`config.mk`:
```
export PLATFORM = sky130hd
export DESIGN_NAME = mau_load_swc
export DESIGN_NICKNAME = d
export VERILOG_FILES = /design/src/rtl/mau_load_swc.sv
export SDC_FILE = /design/constraint.sdc
export NUM_CORES = 1
export LEC_CHECK = 0
export CORE_MARGIN = 2
export CORE_UTILIZATION = 47
export CTS_CLUSTER_DIAMETER = 60
export DETAILED_ROUTE_END_ITERATION = 12
export GPL_TIMING_DRIVEN = 1
export PLACE_DENSITY = 0.82
export RECOVER_POWER = 25
export SETUP_SLACK_MARGIN = 0.2
export SLEW_MARGIN = 20
export SYNTH_ARGS = -nofsm -noshare
export SYNTH_HDL_FRONTEND = slang
export SYNTH_SLANG_ARGS = --single-unit
```
`constraint.sdc`:
```
create_clock -name hclk -period 4.1 [get_ports hclk]
set_clock_uncertainty 0.15 [all_clocks]
set_input_delay 0.615 -clock hclk [delete_from_list [all_inputs] [get_ports hclk]]
set_output_delay 0.615 -clock hclk [all_outputs]
set_load 0.1 [all_outputs]
```
`src/rtl/mau_load_swc.sv`:
```
// mau_load_swc: load engine of the memory-access unit.
// Accepts one load request from the execute stage, computes the effective
// address, performs a single AHB-Lite read, then aligns and extends the
// returned lane and writes it to the register file.
// Ports:
//   hclk, hrst               clock, asynchronous active-high reset
//   exu_load_*               load request (level valid, held until consumed)
//   haddr/htrans/hsize/hwrite AHB-Lite address phase (read only)
//   hrdata/hready/hresp      AHB-Lite data phase response
//   reg_waddr/wen/wdata      register file write port (wen is a 1-cycle pulse)
//   mau_load_busy/done/err   status; err is sticky until the next accept
//   mau_load_err_addr        effective address of the last faulting load
module mau_load_swc #(
  parameter int unsigned ADDR_W = 32,
  parameter int unsigned DATA_W = 32
) (
  input  logic              hclk,
  input  logic              hrst,
  input  logic              exu_load_en,
  input  logic [4:0]        exu_load_rd,
  input  logic [ADDR_W-1:0] exu_load_base_addr,
  input  logic [ADDR_W-1:0] exu_load_offset,
  input  logic              exu_load_sext,
  input  logic [1:0]        exu_load_size,
  output logic [ADDR_W-1:0] haddr,
  output logic [1:0]        htrans,
  output logic [2:0]        hsize,
  output logic              hwrite,
  input  logic [DATA_W-1:0] hrdata,
  input  logic              hready,
  input  logic              hresp,
  output logic [4:0]        reg_waddr,
  output logic              reg_wen,
  output logic [DATA_W-1:0] reg_wdata,
  output logic              mau_load_busy,
  output logic              mau_load_done,
  output logic              mau_load_err,
  output logic [ADDR_W-1:0] mau_load_err_addr
);

  localparam logic [1:0] HTRANS_IDLE   = 2'b00;
  localparam logic [1:0] HTRANS_NONSEQ = 2'b10;

  typedef enum logic [1:0] {
    S_IDLE = 2'd0,
    S_ADDR = 2'd1,
    S_DATA = 2'd2,
    S_WB   = 2'd3
  } state_t;

  state_t r_state;
  state_t w_state_nxt;

  logic              r_consumed;
  logic              r_sext;
  logic [1:0]        r_size;
  logic [ADDR_W-1:0] r_haddr;
  logic [1:0]        r_htrans;
  logic [2:0]        r_hsize;
  logic [4:0]        r_reg_waddr;
  logic              r_reg_wen;
  logic [DATA_W-1:0] r_reg_wdata;
  logic              r_busy;
  logic              r_done;
  logic              r_err;
  logic [ADDR_W-1:0] r_err_addr;

  logic              w_accept;
  logic [ADDR_W-1:0] w_ea;
  logic [1:0]        w_size_m1;
  logic              w_chk_err;
  logic              w_bus_done;
  logic [7:0]        w_byte;
  logic [15:0]       w_half;
  logic [DATA_W-1:0] w_lane;

  logic [ADDR_W-1:0] w_haddr_nxt;
  logic [1:0]        w_htrans_nxt;
  logic [2:0]        w_hsize_nxt;
  logic [4:0]        w_reg_waddr_nxt;
  logic              w_reg_wen_nxt;
  logic [DATA_W-1:0] w_reg_wdata_nxt;
  logic              w_busy_nxt;
  logic              w_done_nxt;
  logic              w_err_nxt;
  logic [ADDR_W-1:0] w_err_addr_nxt;

  // Request decode; the consumed flag keeps a held request from re-issuing.
  assign w_accept   = (r_state == S_IDLE) && exu_load_en && !r_consumed;
  assign w_ea       = exu_load_base_addr + exu_load_offset;
  assign w_size_m1  = exu_load_size - 2'd1;
  assign w_chk_err  = (exu_load_size == 2'd0) ||
                      ((exu_load_size == 2'd2) && w_ea[0]) ||
                      ((exu_load_size == 2'd3) && (w_ea[1:0] != 2'b00));
  assign w_bus_done = (r_state == S_DATA) && hready;

  // Lane select uses the low address bits still held on haddr.
  assign w_byte = 8'(hrdata >> {r_haddr[1:0], 3'b000});
  assign w_half = 16'(hrdata >> {r_haddr[1], 4'b0000});

  always_comb begin
    w_lane = hrdata;
    case (r_size)
      2'd1:    w_lane = {{(DATA_W-8){r_sext & w_byte[7]}}, w_byte};
      2'd2:    w_lane = {{(DATA_W-16){r_sext & w_half[15]}}, w_half};
      default: w_lane = hrdata;
    endcase
  end

  // State register.
  always_ff @(posedge hclk or posedge hrst) begin
    if (hrst) r_state <= S_IDLE;
    else      r_state <= w_state_nxt;
  end

  // Next-state logic.
  always_comb begin
    w_state_nxt = r_state;
    case (r_state)
      S_IDLE: if (w_accept) w_state_nxt = w_chk_err ? S_WB : S_ADDR;
      S_ADDR: if (hready)   w_state_nxt = S_DATA;
      S_DATA: if (hready)   w_state_nxt = S_WB;
      S_WB:                 w_state_nxt = S_IDLE;
      default:              w_state_nxt = S_IDLE;
    endcase
  end

  // Output logic: next values of the registered outputs.
  always_comb begin
    w_haddr_nxt     = r_haddr;
    w_htrans_nxt    = HTRANS_IDLE;
    w_hsize_nxt     = r_hsize;
    w_reg_waddr_nxt = r_reg_waddr;
    w_reg_wen_nxt   = 1'b0;
    w_reg_wdata_nxt = r_reg_wdata;
    w_busy_nxt      = (w_state_nxt != S_IDLE);
    w_done_nxt      = (w_state_nxt == S_WB);
    w_err_nxt       = r_err;
    w_err_addr_nxt  = r_err_addr;

    if (w_accept) begin
      w_reg_waddr_nxt = exu_load_rd;
      w_err_nxt       = w_chk_err;
      if (w_chk_err) begin
        w_err_addr_nxt = w_ea;
      end else begin
        w_haddr_nxt = w_ea;
        w_hsize_nxt = {1'b0, w_size_m1};
      end
    end

    if (w_state_nxt == S_ADDR) w_htrans_nxt = HTRANS_NONSEQ;

    if (w_bus_done) begin
      if (hresp) begin
        w_err_nxt      = 1'b1;
        w_err_addr_nxt = r_haddr;
      end else begin
        w_reg_wdata_nxt = w_lane;
        w_reg_wen_nxt   = (r_reg_waddr != 5'd0);
      end
    end
  end

  // Output and request-capture registers.
  always_ff @(posedge hclk or posedge hrst) begin
    if (hrst) begin
      r_consumed  <= 1'b0;
      r_sext      <= 1'b0;
      r_size      <= 2'd0;
      r_haddr     <= '0;
      r_htrans    <= HTRANS_IDLE;
      r_hsize     <= 3'd0;
      r_reg_waddr <= 5'd0;
      r_reg_wen   <= 1'b0;
      r_reg_wdata <= '0;
      r_busy      <= 1'b0;
      r_done      <= 1'b0;
      r_err       <= 1'b0;
      r_err_addr  <= '0;
    end else begin
      if (w_accept) begin
        r_consumed <= 1'b1;
        r_sext     <= exu_load_sext;
        r_size     <= exu_load_size;
      end else if (!exu_load_en) begin
        r_consumed <= 1'b0;
      end
      r_haddr     <= w_haddr_nxt;
      r_htrans    <= w_htrans_nxt;
      r_hsize     <= w_hsize_nxt;
      r_reg_waddr <= w_reg_waddr_nxt;
      r_reg_wen   <= w_reg_wen_nxt;
      r_reg_wdata <= w_reg_wdata_nxt;
      r_busy      <= w_busy_nxt;
      r_done      <= w_done_nxt;
      r_err       <= w_err_nxt;
      r_err_addr  <= w_err_addr_nxt;
    end
  end

  assign haddr             = r_haddr;
  assign htrans            = r_htrans;
  assign hsize             = r_hsize;
  assign hwrite            = 1'b0;
  assign reg_waddr         = r_reg_waddr;
  assign reg_wen           = r_reg_wen;
  assign reg_wdata         = r_reg_wdata;
  assign mau_load_busy     = r_busy;
  assign mau_load_done     = r_done;
  assign mau_load_err      = r_err;
  assign mau_load_err_addr = r_err_addr;

endmodule

```
==> results.cfg, run 1 <==
[clock_tree]
clock_latency_ns = 0.41
root_buffer = clkbuf_16
hold_buffers = 0
cts_tree = done
clock-sinks = 114
cts_resized = 0
clk_pin_slew_ns = 0.05
h-tree-depth = 4
cts_buffer_depth = 2
postCtsSetupBuffers = 0
cts_buffers = 17

[detailed_routing]
drt_iter0_drc = 600
routed_via_density = 5.771
dr.pass1.iters = 5
drc = 0
postRouteAntennaNets = 0
num_vias = 6677
wl_per_cell_um = 18.08
wl_um = 20910

[setup_path]
crit_type = input pin to register
critPathBufInv = 3
slowest_delay_ns = 1.05
r2r-start = r_state[1]
critPathMaxFanout = 31
crit_required_ns = 4.25
r2r_slack_ns = 1.09
reg2reg_depth = 6
startpoint = exu_load_en
crit_chain = dlygate4sd3_1 -> inv_1 -> nor4_1 -> and2_1 -> buf_4 -> or3_1 -> o21ai_0 -> nor3_1
cp-start-kind = input pin
cp_slowest_cell = nor4_1
reg2reg_to = mau_load_err_addr[30]
cp-end-kind = register
cp_top_family = simple AND/OR/NAND/NOR gates
worstPathArrival_ns = 3.45

[global_route]
grt_antenna_before_repair = 0
grt_pass1_vias = 6402
grt.overflow.total = 0
grt_pass1_wl_um = 32640
grt_max_degree = 68
grt_usage_pct = 27.92

[die]
rows = 43
die_y_um = 123.3
coreArea_sq_um = 13880
die_w_um = 123.3
ios = 220
start_util_pct = 48.18
die_area_sq_um = 15200

[placement]
port-buffer-count = 216
routabilityCongestion = 0.9274
place_ws_ns = 0.4622
dp_hpwl_um = 15180

[timing]
tightest_slew_ns = 2.213
slew_violations = 49
final.setup.tns_ns = 0
worst_slack_ns = 0.7999
hold_viol = 0
fmax_mhz = 303.0
finalSetupViolCount = 0
min_period_ns = 3.300
fin_crit_sh_pct = 80.49
slew_headroom_pct = -48.36
rsz0062_at_grt = no

[logic_synthesis]
postSynthCellCount = 756
yosys.area.top_type = dfrtp_1
synth_ff_type = dfrtp_1
synth_edf_count = 0
async_flop_share_pct = 100.0
syn_area_sq_um = 6688
ys_seq_area_share_pct = 42.66
ys_ff_latch = 114
yosysUniqueCellTypes = 60
ys.warnings.count = 0
yosys-top-cells-area = dfrtp_1, nand2_1, ha_1
synth_top_area_share_pct = 42.66
syn_avg_cell_area_sq_um = 8.846

[layout]
final_util_pct = 69.27
fillers = 1116
n_antenna_cell = 0
drive_above_1_share_pct = 7.062
seqCellArea_sq_um = 2853
syn_to_final_growth_pct = 43.78
multi_input_comb_area_sq_um = 3568
nNetsFinal = 1110

[min_path]
hp-class = register to register
hold_depth = 2
hold_end = reg_wdata[6]
min-delay-start = reg_wdata[6]

[flow_run]
maxCapViolCount = 1

[outcome]
status = finished, violations left
violations = max-capacitance violations, max-slew violations
## sequential cells by signal, summed over array words and instances, names as in the netlist
name,count
haddr,32
hsize,2
htrans,1
mau_load_busy,1
mau_load_done,1
mau_load_err,1
mau_load_err_addr,32
r_consumed,1
r_sext,1
r_size,2
r_state,2
reg_waddr,5
reg_wdata,32
reg_wen,1
## per-layer routing
| layer | up-vias | GRT usage [%] | routed length (um) |
|---|---|---|---|
| met5 | - | 0 | 0 |
| met2 | 333 | 45.81 | 9959 |
| li1 | 3129 | - | - |
| met4 | 0 | 9.517 | 464 |
| met3 | 49 | 7.565 | 1892 |
| met1 | 3166 | 35.64 | 8598 |
## metrics by stage
| step | hold WS (ns) | cell area (sq um) | instances |
|---|---|---|---|
| 4_1_cts | 0.3320 | 9646 | 1157 |
| 2_1_floorplan | 0.3538 | 6695 | 758 |
| 5_1_grt | 0.3503 | 9615 | 1157 |
| 3_5_place_dp | 0.3200 | 9030 | 1125 |
| 6_report | 0.3247 | 9615 | 1157 |
| 3_3_place_gp | 0.3131 | 9030 | 1125 |
## how the worst max path moves through the flow
stage	end	cells past startpoint
after floorplan	haddr[0]	1
after global placement	mau_load_err_addr[28]	12
after detailed placement	mau_load_err_addr[28]	12
after CTS	mau_load_err_addr[28]	12
after global routing	mau_load_err_addr[5]	3
final	mau_load_err_addr[30]	8
## synthesized netlist by cell type (11+ instances only)
| cell | number |
|---|---|
| o22ai_1 | 20 |
| a21o_1 | 11 |
| dfrtp_1 | 114 |
| xor2_1 | 14 |
| nand2_1 | 122 |
| ha_1 | 36 |
| inv_1 | 27 |
| nor2_1 | 50 |
| clkbuf_1 | 30 |
| a22oi_1 | 11 |
| a21oi_1 | 64 |
| o21ai_0 | 84 |
| xnor2_1 | 14 |
## cell usage in the layout (no fill, tap or decap), types with 11 or more instances in the layout
master,netlist,final
clkbuf_16,0,17
o21ai_0,84,84
a21o_1,11,11
a22oi_1,11,11
xor2_1,14,14
ha_1,36,36
nand2_1,122,121
inv_1,27,26
nor2_1,50,49
clkdlybuf4s50_1,0,213
a21oi_1,64,64
dfrtp_1,114,114
o22ai_1,20,20
xnor2_1,14,14
## cells by family after synthesis
logic type | after synthesis | synth area share, %
AOI/OAI and AO/OA | 264 | 24.49
xor gates and xnor gates | 28 | 3.667
adders and majority gates | 37 | 7.035
buffers and inverters | 67 | 4.079
DFF | 114 | 42.66
muxes | 21 | 3.349
other | 1 | 0.05607
and+or+nand+nor | 224 | 14.67
## area by class of cell
class                           count  share of cell area [%]
Multi-Input combinational cell    577                   37.11
Sequential cell                   114                   29.67
Timing Repair Buffer              227                   23.41
Clock buffer                       23                   5.075
Tap cell                          180                   2.342
Clock inverter                      9                   1.327
Inverter                           27                   1.067
## tightest hold or removal path: stages (launching register included)
cell and delay, ns:
dfrtp_1 0.33, nand2_1 0.05, o21ai_0 0.06
Power of run 1 is left out: the tool's default activity adds up to more than one toggle a clock period on the data nets, which glitch-free logic cannot reach.
==> run 2: changes to the inputs <==
--- a/config.mk
+++ b/config.mk
@@ -6,11 +6,11 @@
 export NUM_CORES = 1
 export LEC_CHECK = 0
 export CORE_MARGIN = 2
-export CORE_UTILIZATION = 47
+export CORE_UTILIZATION = 42
 export CTS_CLUSTER_DIAMETER = 60
 export DETAILED_ROUTE_END_ITERATION = 12
 export GPL_TIMING_DRIVEN = 1
-export PLACE_DENSITY = 0.82
+export PLACE_DENSITY = 0.77
 export RECOVER_POWER = 25
 export SETUP_SLACK_MARGIN = 0.2
 export SLEW_MARGIN = 20
==> constraint.sdc (replaced) <==
create_clock -name hclk -period 3 [get_ports hclk]
set_clock_uncertainty 0.15 [all_clocks]
set_input_delay 0.45 -clock hclk [delete_from_list [all_inputs] [get_ports hclk]]
set_output_delay 0.45 -clock hclk [all_outputs]
set_load 0.1 [all_outputs]
==> results.cfg, run 2 (synthesized netlist as in run 1, its figures left out) <==
[outcome]
status = finished, final reports clean

[placement]
routabilityCongestion = 0.9303
dpl-instance-area_sq_um = 9359
port-buffer-count = 216
place_inst = 1231
place_ws_ns = -0.2173
dp_hpwl_um = 16430

[timing]
worst_slack_ns = 0.2635
slew_headroom_pct = 20.10
tightest_slew_ns = 1.192
fmax_mhz = 365.4
min_period_ns = 2.737
fin_crit_sh_pct = 91.22
hold_viol = 0
finalSetupViolCount = 0
rsz0062_at_grt = no
final.setup.tns_ns = 0
slew_violations = 0

[detailed_routing]
routed_via_density = 5.380
num_vias = 6806
dr.pass1.iters = 5
postRouteAntennaNets = 0
drt_iter0_drc = 579
drc = 0
wl_per_cell_um = 17.27
wl_um = 21850

[die]
rows = 46
ios = 220
die_area_sq_um = 16950
start_util_pct = 42.56
die_y_um = 130.2
die_w_um = 130.2
coreArea_sq_um = 15710

[setup_path]
r2r-start = r_size[0]
cp-end-kind = register
startpoint = exu_load_base_addr[2]
critPathBufInv = 1
critPathMaxFanout = 3
worstPathArrival_ns = 2.88
reg2reg_to = reg_wdata[2]
cp_slowest_cell = clkdlybuf4s50_1
crit_cells = 10
cp_top_family = compound AO/OA/AOI/OAI gates
cp-endpoint = mau_load_err_addr[25]
slowest_delay_ns = 0.41
cp-start-kind = input pin
reg2reg_depth = 6
crit_required_ns = 3.15
r2r_slack_ns = 0.76
crit_chain = clkdlybuf4s50_1 -> ha_1 -> o211a_1 -> a21o_1 -> a21o_1 -> o211a_1 -> or3_1 -> a21oi_2 -> xor2_1 -> a21oi_1
crit_type = input pin to register

[flow_run]
maxCapViolCount = 0

[layout]
n_antenna_cell = 0
final_area_sq_um = 10030
nNetsFinal = 1182
syn_to_final_growth_pct = 50.03
final_common_cell = buf_4
layout_common_cells = buf_4, nand2_1, dfrtp_1
drive_above_1_share_pct = 24.98
instances_no_fill = 1265

[min_path]
min-delay-start = reg_wdata[6]
hp-class = register to register

[global_route]
grtUsageMet1_pct = 34.08
grt_max_degree = 38
grt_busiest_layer = met2
grt.overflow.total = 0
grt_antenna_before_repair = 0
use_met3_pct = 5.740
grt_usage_pct = 26.08
grt_pass1_vias = 6722
grt_pass1_wl_um = 34320
use_met2_pct = 43.46

[clock_tree]
root_buffer = clkbuf_16
clk_pin_slew_ns = 0.06
cts_buffer_depth = 2
cts_buffers = 17
hold_buffers = 0
clock_latency_ns = 0.42
clock-sinks = 114
h-tree-depth = 4
cts_tree = done
==> run 2: layout make-up <==
type                            count  area [sq um]
Fill cell                        1314          5679
Multi-Input combinational cell    577          3649
Sequential cell                   114          2853
Timing Repair Buffer              299          2545
Clock buffer                       20         456.7
Tap cell                          216         270.3
Clock inverter                     12         157.7
Inverter                           27         102.6
==> run 2: metal layers <==
metal	routed length, um	vias to the layer above	part of all wire [%]
li1	-	3264	-
met1	9227	3196	42
met2	10540	318	48
met3	1745	28	8.0
met4	336	0	1.5
met5	0	-	0
==> run 2: what timing repair did <==
action	CTS	global route
setup endpoints to repair	0	29
buffers inserted	0	2
gates resized for setup	0	20
==> run 2: stage by stage <==
step,hold slack [ns],util (%)
2_1_floorplan,0.3538,-
3_3_place_gp,0.3141,59.56
3_5_place_dp,0.3220,59.56
4_1_cts,0.3340,63.47
5_1_grt,0.3675,63.86
6_report,0.3261,63.86
==> run 2: how the worst min path moves through the flow <==
stage	end	slack (ns)	cells past startpoint
3_5_place_dp	reg_wdata[6]	0.32	2
4_1_cts	reg_wdata[9]	0.33	2
3_3_place_gp	reg_wdata[0]	0.31	2
2_1_floorplan	r_consumed	0.35	2
6_report	reg_wdata[6]	0.33	2
5_1_grt	haddr[0]	0.37	3
==> run 2: worst reg2reg max path, cell delays in order (launching register included) <==
cell,delay [ns]
dfrtp_1,0.35
inv_1,0.07
ha_1,0.59
inv_1,0.31
o21ai_1,0.36
a22oi_1,0.18
o21ai_0,0.16
Power of run 2 is left out for the same reason.
==> RTL change, RTL diff (flow settings as in run 1) <==
Change the parameter `DATA_W` from 32 to 24.
--- a/src/rtl/mau_load_swc.sv
+++ b/src/rtl/mau_load_swc.sv
@@ -12,7 +12,7 @@
 //   mau_load_err_addr        effective address of the last faulting load
 module mau_load_swc #(
   parameter int unsigned ADDR_W = 32,
-  parameter int unsigned DATA_W = 32
+  parameter int unsigned DATA_W = 24
 ) (
   input  logic              hclk,
   input  logic              hrst,
Ports: changed (resized hrdata and reg_wdata); port bits go from 220 to 204. No check against the original RTL was run, so the function may have changed too.
==> RTL change against run 1 <==
The flow still finishes with violations (max-capacitance violations, max-slew violations). Critical path depth rose by 3. Sequential cell count fell by 8. Hold slack improved by 0.011 ns. First-iteration DRC count down 6.2%. Final area fell by 11%. Setup slack improved by 0.13 ns. Highest routed layer unchanged. Synthesized area fell by 7.2%. Routed wire length is 15% lower. Synthesized cell count decreased by 8.2%.
Power is left out: the tool's default activity adds up to more than one toggle a clock period on the data nets, which glitch-free logic cannot reach.
==> RTL change: results <==
metrics = {
    "job": {
        "max_cap_violations": 1,
    },
    "critical_path": {
        "reg2reg_slack_ns": 1.53,
        "worst_r2r_endpoint": "reg_wdata[23]$_DFFE_PP0P_",
        "worst_setup_path_startpoint": "exu_load_base_addr[0]",
        "regToRegStartpoint": "r_size[0]$_DFFE_PP0P_",
        "crit_end": "mau_load_err_addr[3]$_DFF_PP0_",
    },
    "run_status": {
        "run_status": "finished with violations",
        "violations": "max-capacitance violations, max-slew violations",
    },
    "hold_path": {
        "timing.hold.worst.start": "hsize[0]$_DFFE_PP0P_",
        "hold_path_end": "hsize[0]$_DFFE_PP0P_",
    },
    "logic_synthesis": {
        "synth_xor_area_frac": 0.03669,
        "synth_compound_gate_area_share": 0.2482,
        "netlist.area_leader.share": 0.4274,
        "post_synth_fa_ha_maj_area_fraction": 0.07581,
        "ys_seq_area_frac": 0.4274,
        "netlist_top_cells_count": "106 x sky130_fd_sc_hd__dfrtp_1, 91 x sky130_fd_sc_hd__a21oi_1, 89 x sky130_fd_sc_hd__nand2_1",
    },
    "cells_and_area": {
        "fillerInstances": 1019,
        "layout-drive-gt1-share": 0.05802,
        "nNetsFinal": 1015,
    },
    "timing": {
        "final_max_slew_viol_count": 88,
    },
    "clock_tree": {
        "numCtsBuffers": 9,
        "worst_skew_pair.late_latency_ns": 0.34,
        "clk_pin_slew_ns": 0.07,
        "cts-htree-levels": 3,
    },
    "grt": {
        "pin_count_of_the_biggest_net_entering_global_routing": 88,
        "fraction_of_met3_tracks_used_by_global_routing": 0.03975,
        "grt_pass1_wl_mm": 28.43,
    },
    "placed_design": {
        "detailed_place_hpwl_mm": 13.42,
    },
    "routing": {
        "average_wire_per_standard_cell_um": 16.82,
        "vias": 5926,
    },
}
[RTL change: cell types whose count changed after synthesis, moves of 8 or more]
cell / delta
sky130_fd_sc_hd__nand4_1: +10
sky130_fd_sc_hd__mux2i_1: -9
sky130_fd_sc_hd__dfrtp_1: -8
sky130_fd_sc_hd__a221oi_1: -9
sky130_fd_sc_hd__a21oi_1: +27
sky130_fd_sc_hd__nand2_1: -33
sky130_fd_sc_hd__o21ai_0: -45
sky130_fd_sc_hd__nor2_1: +10
[RTL change: cell families (layout without fill, tap and decap cells)]
logic type	Yosys count	after routing
compound gates	242	242
mux	8	8
other cells	1	3
buf+inv	59	242
flops	106	106
simple gates	215	215
fa+ha+maj	37	37
xor+xnor	26	26
[RTL change: through the flow]
stage | hold WS [ns] | setup slack (ns) | util | cells | instance area (µm²)
after CTS | 0.3417 | 0.9457 | 0.6736 | 1051 | 8605
final | 0.3362 | 0.9262 | 0.6737 | 1051 | 8606
after global routing | 0.3638 | 0.7230 | 0.6737 | 1051 | 8606
after floorplan | 0.3227 | 0.5461 | - | 696 | 6213
after detailed placement | 0.3270 | 0.5992 | 0.6527 | 1038 | 8337
after global placement | 0.3129 | 0.6633 | 0.6527 | 1038 | 8337
[RTL change: area by class of cell]
type | instances | area [µm²] | share of cell area
clock buffers | 11 | 252.7 | 0.02937
clock inverters | 2 | 15.01 | 0.001745
inverters | 20 | 78.83 | 0.009160
multi-input cells | 531 | 3322 | 0.3860
flip-flops and latches | 106 | 2653 | 0.3082
well taps | 172 | 215.2 | 0.02501
repair buffers | 209 | 2069 | 0.2405
[RTL change: layer usage]
layer / vias up / routed length, µm
met1: 2797 / 7815
li1: 2858 / -
met2: 251 / 8512
met5: - / 0
met3: 20 / 1097
met4: 0 / 256
